### src/rtl/demux_scan_pkg.sv
// Shared constants and encodings for the demux_scan sequential 1-to-16 demultiplexer.
// WIDTH and SEL_W are derived from the mux-tree depth so both sides of the link agree.
package demux_scan_pkg;

  localparam int NUM_LEVELS = 5;
  localparam int WIDTH      = 2 ** (NUM_LEVELS - 1);
  localparam int SEL_W      = NUM_LEVELS - 1;

  typedef enum logic [1:0] {
    IDLE = 2'd0,
    SCAN = 2'd1,
    DONE = 2'd2
  } state_e;

  localparam logic MODE_DIRECT = 1'b0;
  localparam logic MODE_SCAN   = 1'b1;

  // Replace the bits selected by a one-hot mask with a single broadcast bit.
  function automatic logic [WIDTH-1:0] mergeBit(input logic [WIDTH-1:0] base,
                                                input logic [WIDTH-1:0] hot,
                                                input logic bitVal);
    return (base & ~hot) | (hot & {WIDTH{bitVal}});
  endfunction

endpackage

### src/rtl/demux_scan_if.sv
// Signal bundle between a serial bit source and the demux_scan receiver.
// The slave modport is the receiver's view; master is the driver's view.
interface demux_scan_if;
  import demux_scan_pkg::*;

  logic             in;
  logic             valid;
  logic [SEL_W-1:0] sel;
  logic             mode;
  logic             start;
  logic [WIDTH-1:0] out;
  logic [SEL_W-1:0] sel_out;
  logic             busy;
  logic             frame_done;

  modport slave (
    input  in, valid, sel, mode, start,
    output out, sel_out, busy, frame_done
  );

  modport master (
    output in, valid, sel, mode, start,
    input  out, sel_out, busy, frame_done
  );

endinterface

### src/rtl/demux_scan_dec.sv
// Enable-qualified SEL_W-to-WIDTH one-hot decoder; all-zero when disabled.
module demux_dec
  import demux_scan_pkg::*;
(
  input  logic             en_i,
  input  logic [SEL_W-1:0] idx_i,
  output logic [WIDTH-1:0] onehot_o
);

  always_comb begin
    onehot_o = '0;
    if (en_i) begin
      onehot_o[idx_i] = 1'b1;
    end
  end

endmodule

### src/rtl/demux_scan.sv
// Sequential 1-to-16 demultiplexer: direct per-bit writes, or a counter-driven scan
// that collects a full frame in a shadow register and publishes it atomically.
module demux_scan
  import demux_scan_pkg::*;
(
  input logic         clk,
  input logic         rst,
  demux_scan_if.slave bus
);

  state_e           state_q, state_d;
  logic [SEL_W-1:0] cnt_q, cnt_d;
  logic [WIDTH-1:0] shadow_q, shadow_d;
  logic [WIDTH-1:0] out_q, out_d;

  logic             dirEn, scanEn;
  logic [WIDTH-1:0] dirHot, scanHot;

  // Direct writes only happen from IDLE, so a scan can never corrupt out mid-frame.
  assign dirEn  = (state_q == IDLE) && (bus.mode == MODE_DIRECT) && bus.valid;
  assign scanEn = (state_q == SCAN) && bus.valid;

  demux_dec u_dirDec (
    .en_i     (dirEn),
    .idx_i    (bus.sel),
    .onehot_o (dirHot)
  );

  demux_dec u_scanDec (
    .en_i     (scanEn),
    .idx_i    (cnt_q),
    .onehot_o (scanHot)
  );

  always_ff @(posedge clk or posedge rst) begin
    if (rst) begin
      state_q  <= IDLE;
      cnt_q    <= '0;
      shadow_q <= '0;
      out_q    <= '0;
    end else begin
      state_q  <= state_d;
      cnt_q    <= cnt_d;
      shadow_q <= shadow_d;
      out_q    <= out_d;
    end
  end

  always_comb begin
    state_d  = state_q;
    cnt_d    = cnt_q;
    shadow_d = shadow_q;
    out_d    = out_q;

    case (state_q)
      IDLE: begin
        if (bus.mode == MODE_SCAN) begin
          if (bus.start) begin
            state_d  = SCAN;
            cnt_d    = '0;
            shadow_d = '0;
          end
        end else begin
          out_d = mergeBit(out_q, dirHot, bus.in);
        end
      end

      SCAN: begin
        if (bus.valid) begin
          shadow_d = mergeBit(shadow_q, scanHot, bus.in);
          cnt_d    = cnt_q + SEL_W'(1);
          // Last index: publish including the bit arriving on this very edge.
          if (cnt_q == SEL_W'(WIDTH - 1)) begin
            out_d   = shadow_d;
            state_d = DONE;
          end
        end
      end

      DONE: begin
        state_d = IDLE;
      end

      default: begin
        state_d = IDLE;
      end
    endcase
  end

  assign bus.out        = out_q;
  assign bus.sel_out    = cnt_q;
  assign bus.busy       = (state_q == SCAN);
  assign bus.frame_done = (state_q == DONE);

endmodule
### src/flat_wrapper.sv
// flat-port wrapper written by rule: the top's interface ports become plain ports
module demux_scan_flat import demux_scan_pkg::*;
  (clk, rst, bus_in, bus_valid, bus_sel, bus_mode, bus_start, bus_out, bus_sel_out, bus_busy, bus_frame_done);
  demux_scan_if bus_i ();
  input logic clk;
  input logic rst;
  input wire logic [$bits(bus_i.in)-1:0] bus_in;
  input wire logic [$bits(bus_i.valid)-1:0] bus_valid;
  input wire logic [$bits(bus_i.sel)-1:0] bus_sel;
  input wire logic [$bits(bus_i.mode)-1:0] bus_mode;
  input wire logic [$bits(bus_i.start)-1:0] bus_start;
  output wire logic [$bits(bus_i.out)-1:0] bus_out;
  output wire logic [$bits(bus_i.sel_out)-1:0] bus_sel_out;
  output wire logic [$bits(bus_i.busy)-1:0] bus_busy;
  output wire logic [$bits(bus_i.frame_done)-1:0] bus_frame_done;
  assign bus_i.in = bus_in;
  assign bus_i.valid = bus_valid;
  assign bus_i.sel = bus_sel;
  assign bus_i.mode = bus_mode;
  assign bus_i.start = bus_start;
  assign bus_out = bus_i.out;
  assign bus_sel_out = bus_i.sel_out;
  assign bus_busy = bus_i.busy;
  assign bus_frame_done = bus_i.frame_done;
  demux_scan u_core (.clk(clk), .rst(rst), .bus(bus_i));
endmodule
### config.mk
export PLATFORM = sky130hd
export DESIGN_NAME = demux_scan_flat
export DESIGN_NICKNAME = d
export VERILOG_FILES = /design/src/rtl/demux_scan_pkg.sv /design/src/rtl/demux_scan_if.sv /design/src/rtl/demux_scan_dec.sv /design/src/rtl/demux_scan.sv /design/src/flat_wrapper.sv
export SDC_FILE = /design/constraint.sdc
export NUM_CORES = 1
export LEC_CHECK = 0
export ABC_AREA = 0
export CORE_MARGIN = 10
export CORE_UTILIZATION = 45
export CTS_CLUSTER_DIAMETER = 60
export DETAILED_ROUTE_END_ITERATION = 10
export GPL_TIMING_DRIVEN = 0
export PLACE_DENSITY = 0.67
export SKIP_CTS_REPAIR_TIMING = 1
export SLEW_MARGIN = 20
export SYNTH_ARGS = -nofsm -noshare
export SYNTH_HDL_FRONTEND = slang
export SYNTH_SLANG_ARGS = --single-unit
### constraint.sdc
create_clock -name clk -period 3 [get_ports clk]
set_input_delay 0.6 -clock clk [delete_from_list [all_inputs] [get_ports clk]]
set_output_delay 0.6 -clock clk [all_outputs]
set_load 0.01 [all_outputs]
# Yosys cells after proc, flatten, opt, wreduce, memory -nomap -nowiden
# Cells that the tools add are included.
[classes]
n_reduce_logical = 10
n_eq_ne = 8
n_addsub = 1
bitwise_logic = 9
muxes = 23
order_cmp = 4
[op_table]
columns = ["cell", "count"]
rows = [
  ["$mux 16", 8],
  ["$and 16x16->16", 4],
  ["$pmux 16 s2", 2],
  ["$not 16->16", 2],
  ["$or 16x16->16", 2],
  ["$mux 4", 3],
  ["$reduce_and 4->1", 3],
  ["$lt 4x5->1 const B", 2],
  ["$demux 1 s4", 2],
  ["$ge 4x1->1 const B", 2],
  ["$mux 2", 4],
  ["$ne 2x2->1 const B", 4],
  ["$pmux 4 s2", 1],
  ["$logic_and 1x1->1", 5],
  ["$add 4x1->4 const B", 1],
  ["$eq 4x4->1 const B", 1],
  ["$pmux 2 s2", 1],
  ["$eq 2x1->1 const B", 1],
  ["$eq 2x2->1 const B", 1],
  ["$logic_not 2->1", 1],
  ["$mux 1", 2],
  ["$ne 2x1->1 const B", 1],
  ["$reduce_bool 2->1", 1],
  ["$not 1->1", 1],
]
[word_totals]
wordCells = 59
ff_bits = 38
out_inout_bits = 22
input_bits = 10

# Logic depth before layout (Yosys ltp)
[depth]
word_depth = 11
ltp_mapped = 8
ltp_nobuf = 6

# Hierarchy
# From an unflattened synthesis, not the netlist that was laid out.
[unflattened]
cells_unflattened = 263
hier_area_um2 = 2518.7
[by_module_without_submodules]
columns = ["module", "area_per_inst_um2", "n_inst", "seq_area_each_um2", "cells_each"]
rows = [
  ["demux_scan", 2283.4, 1, 950.9, 217],
  ["demux_dec", 117.6, 2, 0.0, 23],
]

# Worst setup path before layout
# Ideal clock, no wire load.
[synth_timing]
kind = "input port to flip-flop"
from = "input port bus_valid"
to = "register (tool-made name)"
setup_ns = 0.125
t_required_ns = 2.875
t_arrival_ns = 1.667
n_path_buf = 1
path_stages = 5
setup_slack_ns = 1.208
path_cell_list = "buf_4 -> nand2_2 -> o311a_1 -> a221o_1 -> mux2_2"
[synth_lines]
columns = ["element", "line_no", "text"]
rows = [
  ["from (decl)", "flat_wrapper.sv:8", "input wire logic [$bits(bus_i.valid)-1:0] bus_valid;"],
]

# Final worst setup path
[layout_timing]
from = "register u_core.state_q[1]"
to = "output port bus_busy"
[layout_between]
elab_chain_cells = 1
[layout_rtl]
columns = ["element", "line_no", "text"]
rows = [
  ["from (decl)", "demux_scan.sv:11", "state_e state_q, state_d;"],
  ["from (signal assigned)", "demux_scan.sv:42", "state_q <= state_d;"],
  ["$eq 2x1->1", "demux_scan.sv:92", "assign bus.busy = (state_q == SCAN);"],
  ["to (decl)", "flat_wrapper.sv:14", "output wire logic [$bits(bus_i.busy)-1:0] bus_busy;"],
]
# No other way between the ends.

==> run metrics <==
outcome=completed; main combinational cell family by area after synthesis=compound AO/OA/AOI/OAI gates; syn avg cell area=between 9 and 10 um2; Pleak=~1.2 nW; WL final=between 6000 and 7000 um; Die ar.=just under 0.009 mm2; Initial Utilization=between 40% and 50%; post-synthesis sequential area ratio=between 30 and 40%; DRC viols=0; count leader, synth=dfrtp_1; MaxCap Viol Count=0; post-synthesis compound-gate area fraction=a little under a third; Area contributors post-synth=dfrtp_1 (39%), o21ai_0 (6.2%), o31ai_1 (3.7%), a31oi_1 (3.1%), nand2b_1 (2.6%); combinational power share=about 56%; layout cells sized above 1=between 10% and 20%; CTS tree=done; largest delay contributor family on the critical path=buffers and inverters; synthesized-area fraction occupied by and/or/nand/nor cells=approximately a fifth; GRT overflow=0; Layout area overhead=21.2%; Skew-Pair Late Insertion Delay=about 0.29 ns; first-pass GRT wire length=between 10,000 and 15,000 um; die span in x=93.3 um; Total GRT Usage=15.4%; adder-cell share of the synthesized area=2.07%; vias per cell=around 6.0; ys flop type=dfrtp_1; Clock Skew=between 0.005 and 0.006 ns; startpoint class of the critical path=flip-flop; crit path DAT=2.04 ns; pin count of the biggest net entering global routing=30; Cells after Synth=between 200 and 300; WHS=0.504 ns; H-tree levels=2; CTS Buf Count=5; RD Place Congestion=about 0.87; Req. time, crit path=about 2.4 ns; Final Worst Setup Slack=0.355 ns; root buffer cell=clkbuf_8; Slew HR=between 60% and 70%; vias in the first global route=2,107; # clock sinks=38; EDFF count, synth=0; Reg power frac=30.5%; Sw Share=a little over two fifths; Power Internal=about 0.0016 W; synth unique cells=55; period utilization=88.2%; FMAX=378 MHz; # diodes=0; Setup Viol. Count Final=0; initial antenna violation count=0; Worst Path Max Fanout=10; initial drt markers=roughly 220; die extent in y=about 93 um; Yosys top cell by area=dfrtp_1; Net Sw Power=roughly 0.0011 W; Worst VDD drop=roughly 0.47 mV; vias post-DR=between 2,000 and 2,500; crit path cell chain=nand2b_1, buf_4, inv_2, buf_2, clkdlybuf4s50_1; slowest stage delay, CP=about 0.6 ns; top cells by count, synth=dfrtp_1 (38), o21ai_0 (30), a31oi_1 (12), o31ai_1 (12), a21oi_1 (11); IO buf count=31; row count=26; ys async rst share=100%; CP Buf/Inv Count=4; Worst setup EP type=primary output; Post-Syn Area=about 0.0024 mm2; PwrDens=around 920 mW/mm2; remaining antenna violation count=0; DR pass1 iterations=7; Final Hold Fails=0; setup TNS=0 ns; Hold WC Path Type=reg2reg; CP Class=reg2out; fin crit period=about 2.6 ns; Placement Setup Slack=roughly 0.48 ns; mux share of post-synthesis cell area=2.64%; Slowest-stage cell, CP=clkdlybuf4s50_1; Placeable Area=0.00517 mm2; clk buf depth=2; xor and xnor fraction of the mapped netlist area=less than 1%; area fraction of the dominant cell type after synthesis=between 30% and 40%; WL per Instance=roughly 18 um; Clk network pwr share=13.8%; synth warn=0; Clk pin slew, worst setup/hold paths=0.08 ns; Worst-Margin Slew=0.551 ns; Final HPWL DP=about 5000 um; Ports=32; max-slew violations=0; RSZ-0062 raised after global routing=no; flops & latches, synth=38; final net count=~310; Syn Nets=approximately 270
[through the flow]
step / power [W] / utilization [%] / area [um2] / cells
after global placement: 0.00230 / 54.4 / 2810 / 353
final: 0.00270 / 56.6 / 2930 / 362
after CTS: 0.00271 / 56.6 / 2930 / 362
after global routing: 0.00292 / 56.6 / 2930 / 362
after floorplan: 0.00179 / - / 2420 / 252
after detailed placement: 0.00232 / 54.8 / 2830 / 354
[cells in the final DEF, fill, tap and decap left out, drive strengths merged, types with 7 or more instances in the layout]
cell,instances
a31oi,12
clkdlybuf4s50,31
inv,8
nor2b,7
o21ai,30
and2,7
dfrtp,38
o31ai,12
buf,12
nand2,10
clkbuf,15
nor3,10
nand2b,10
a21oi,13
[final timing paths]
check | end | startpoint | slack, ns | cells past startpoint
worst min register to register | u_core.shadow_q[15] | u_core.shadow_q[15] | 0.50 | 1
worst min-delay path | u_core.shadow_q[15] | u_core.shadow_q[15] | 0.50 | 1
min in group asynchronous | u_core.shadow_q[15] | rst | 0.54 | 2
worst max register to register | flip-flop | u_core.bus.sel_out[0] | 0.94 | 6
max in group asynchronous | u_core.shadow_q[11] | rst | 2.03 | 3
worst max-delay path | bus_busy | u_core.state_q[1] | 0.36 | 5
[final cells by class]
cell class	instances	area, um2
clock inverter	2	12.5
sequential	38	951
fill	453	2240
clock buffer	6	82.6
timing repair buffer	32	330
multi-input combinational	186	1310
tap	70	87.6
buffer	20	124
inverter	8	30.0
[logic make-up (layout without fill, tap and decap cells)]
family,after synthesis,count (layout)
xor gates and xnor gates,2,2
DFF,38,38
adders and majority gates,4,4
and+or+nand+nor,72,72
muxes,6,6
buffers and inverters,28,68
AOI/OAI and AO/OA,102,102
[worst reg2reg max path: stages, from the launching register on]
cell	delay, ns
dfrtp_1	0.45
ha_1	0.31
and4b_1	0.28
a21oi_2	0.34
clkbuf_1	0.35
o21ai_0	0.16
o31ai_1	0.09
[per-layer routing]
layer  part of all wire (%)  track usage, %  routed length, um  vias up
met3                    8.3            4.48                544        7
li1                       -               -                  -     1047
met2                     44            23.4               2900       74
met4                    1.2            5.01                 76        0
met1                     46            20.4               3020     1045
met5                      0               0                  0        -
[power groups by stage]
stage	clock [W]	sequential, W	combinational (W)
after floorplan	0	0.000868	0.000920
after global placement	0	0.000831	0.00147
after detailed placement	0	0.000835	0.00149
after CTS	0.000386	0.000826	0.00149
after global routing	0.000409	0.000855	0.00165
final	0.000373	0.000823	0.00150
No activity file was read; power rests on OpenSTA's default activity.
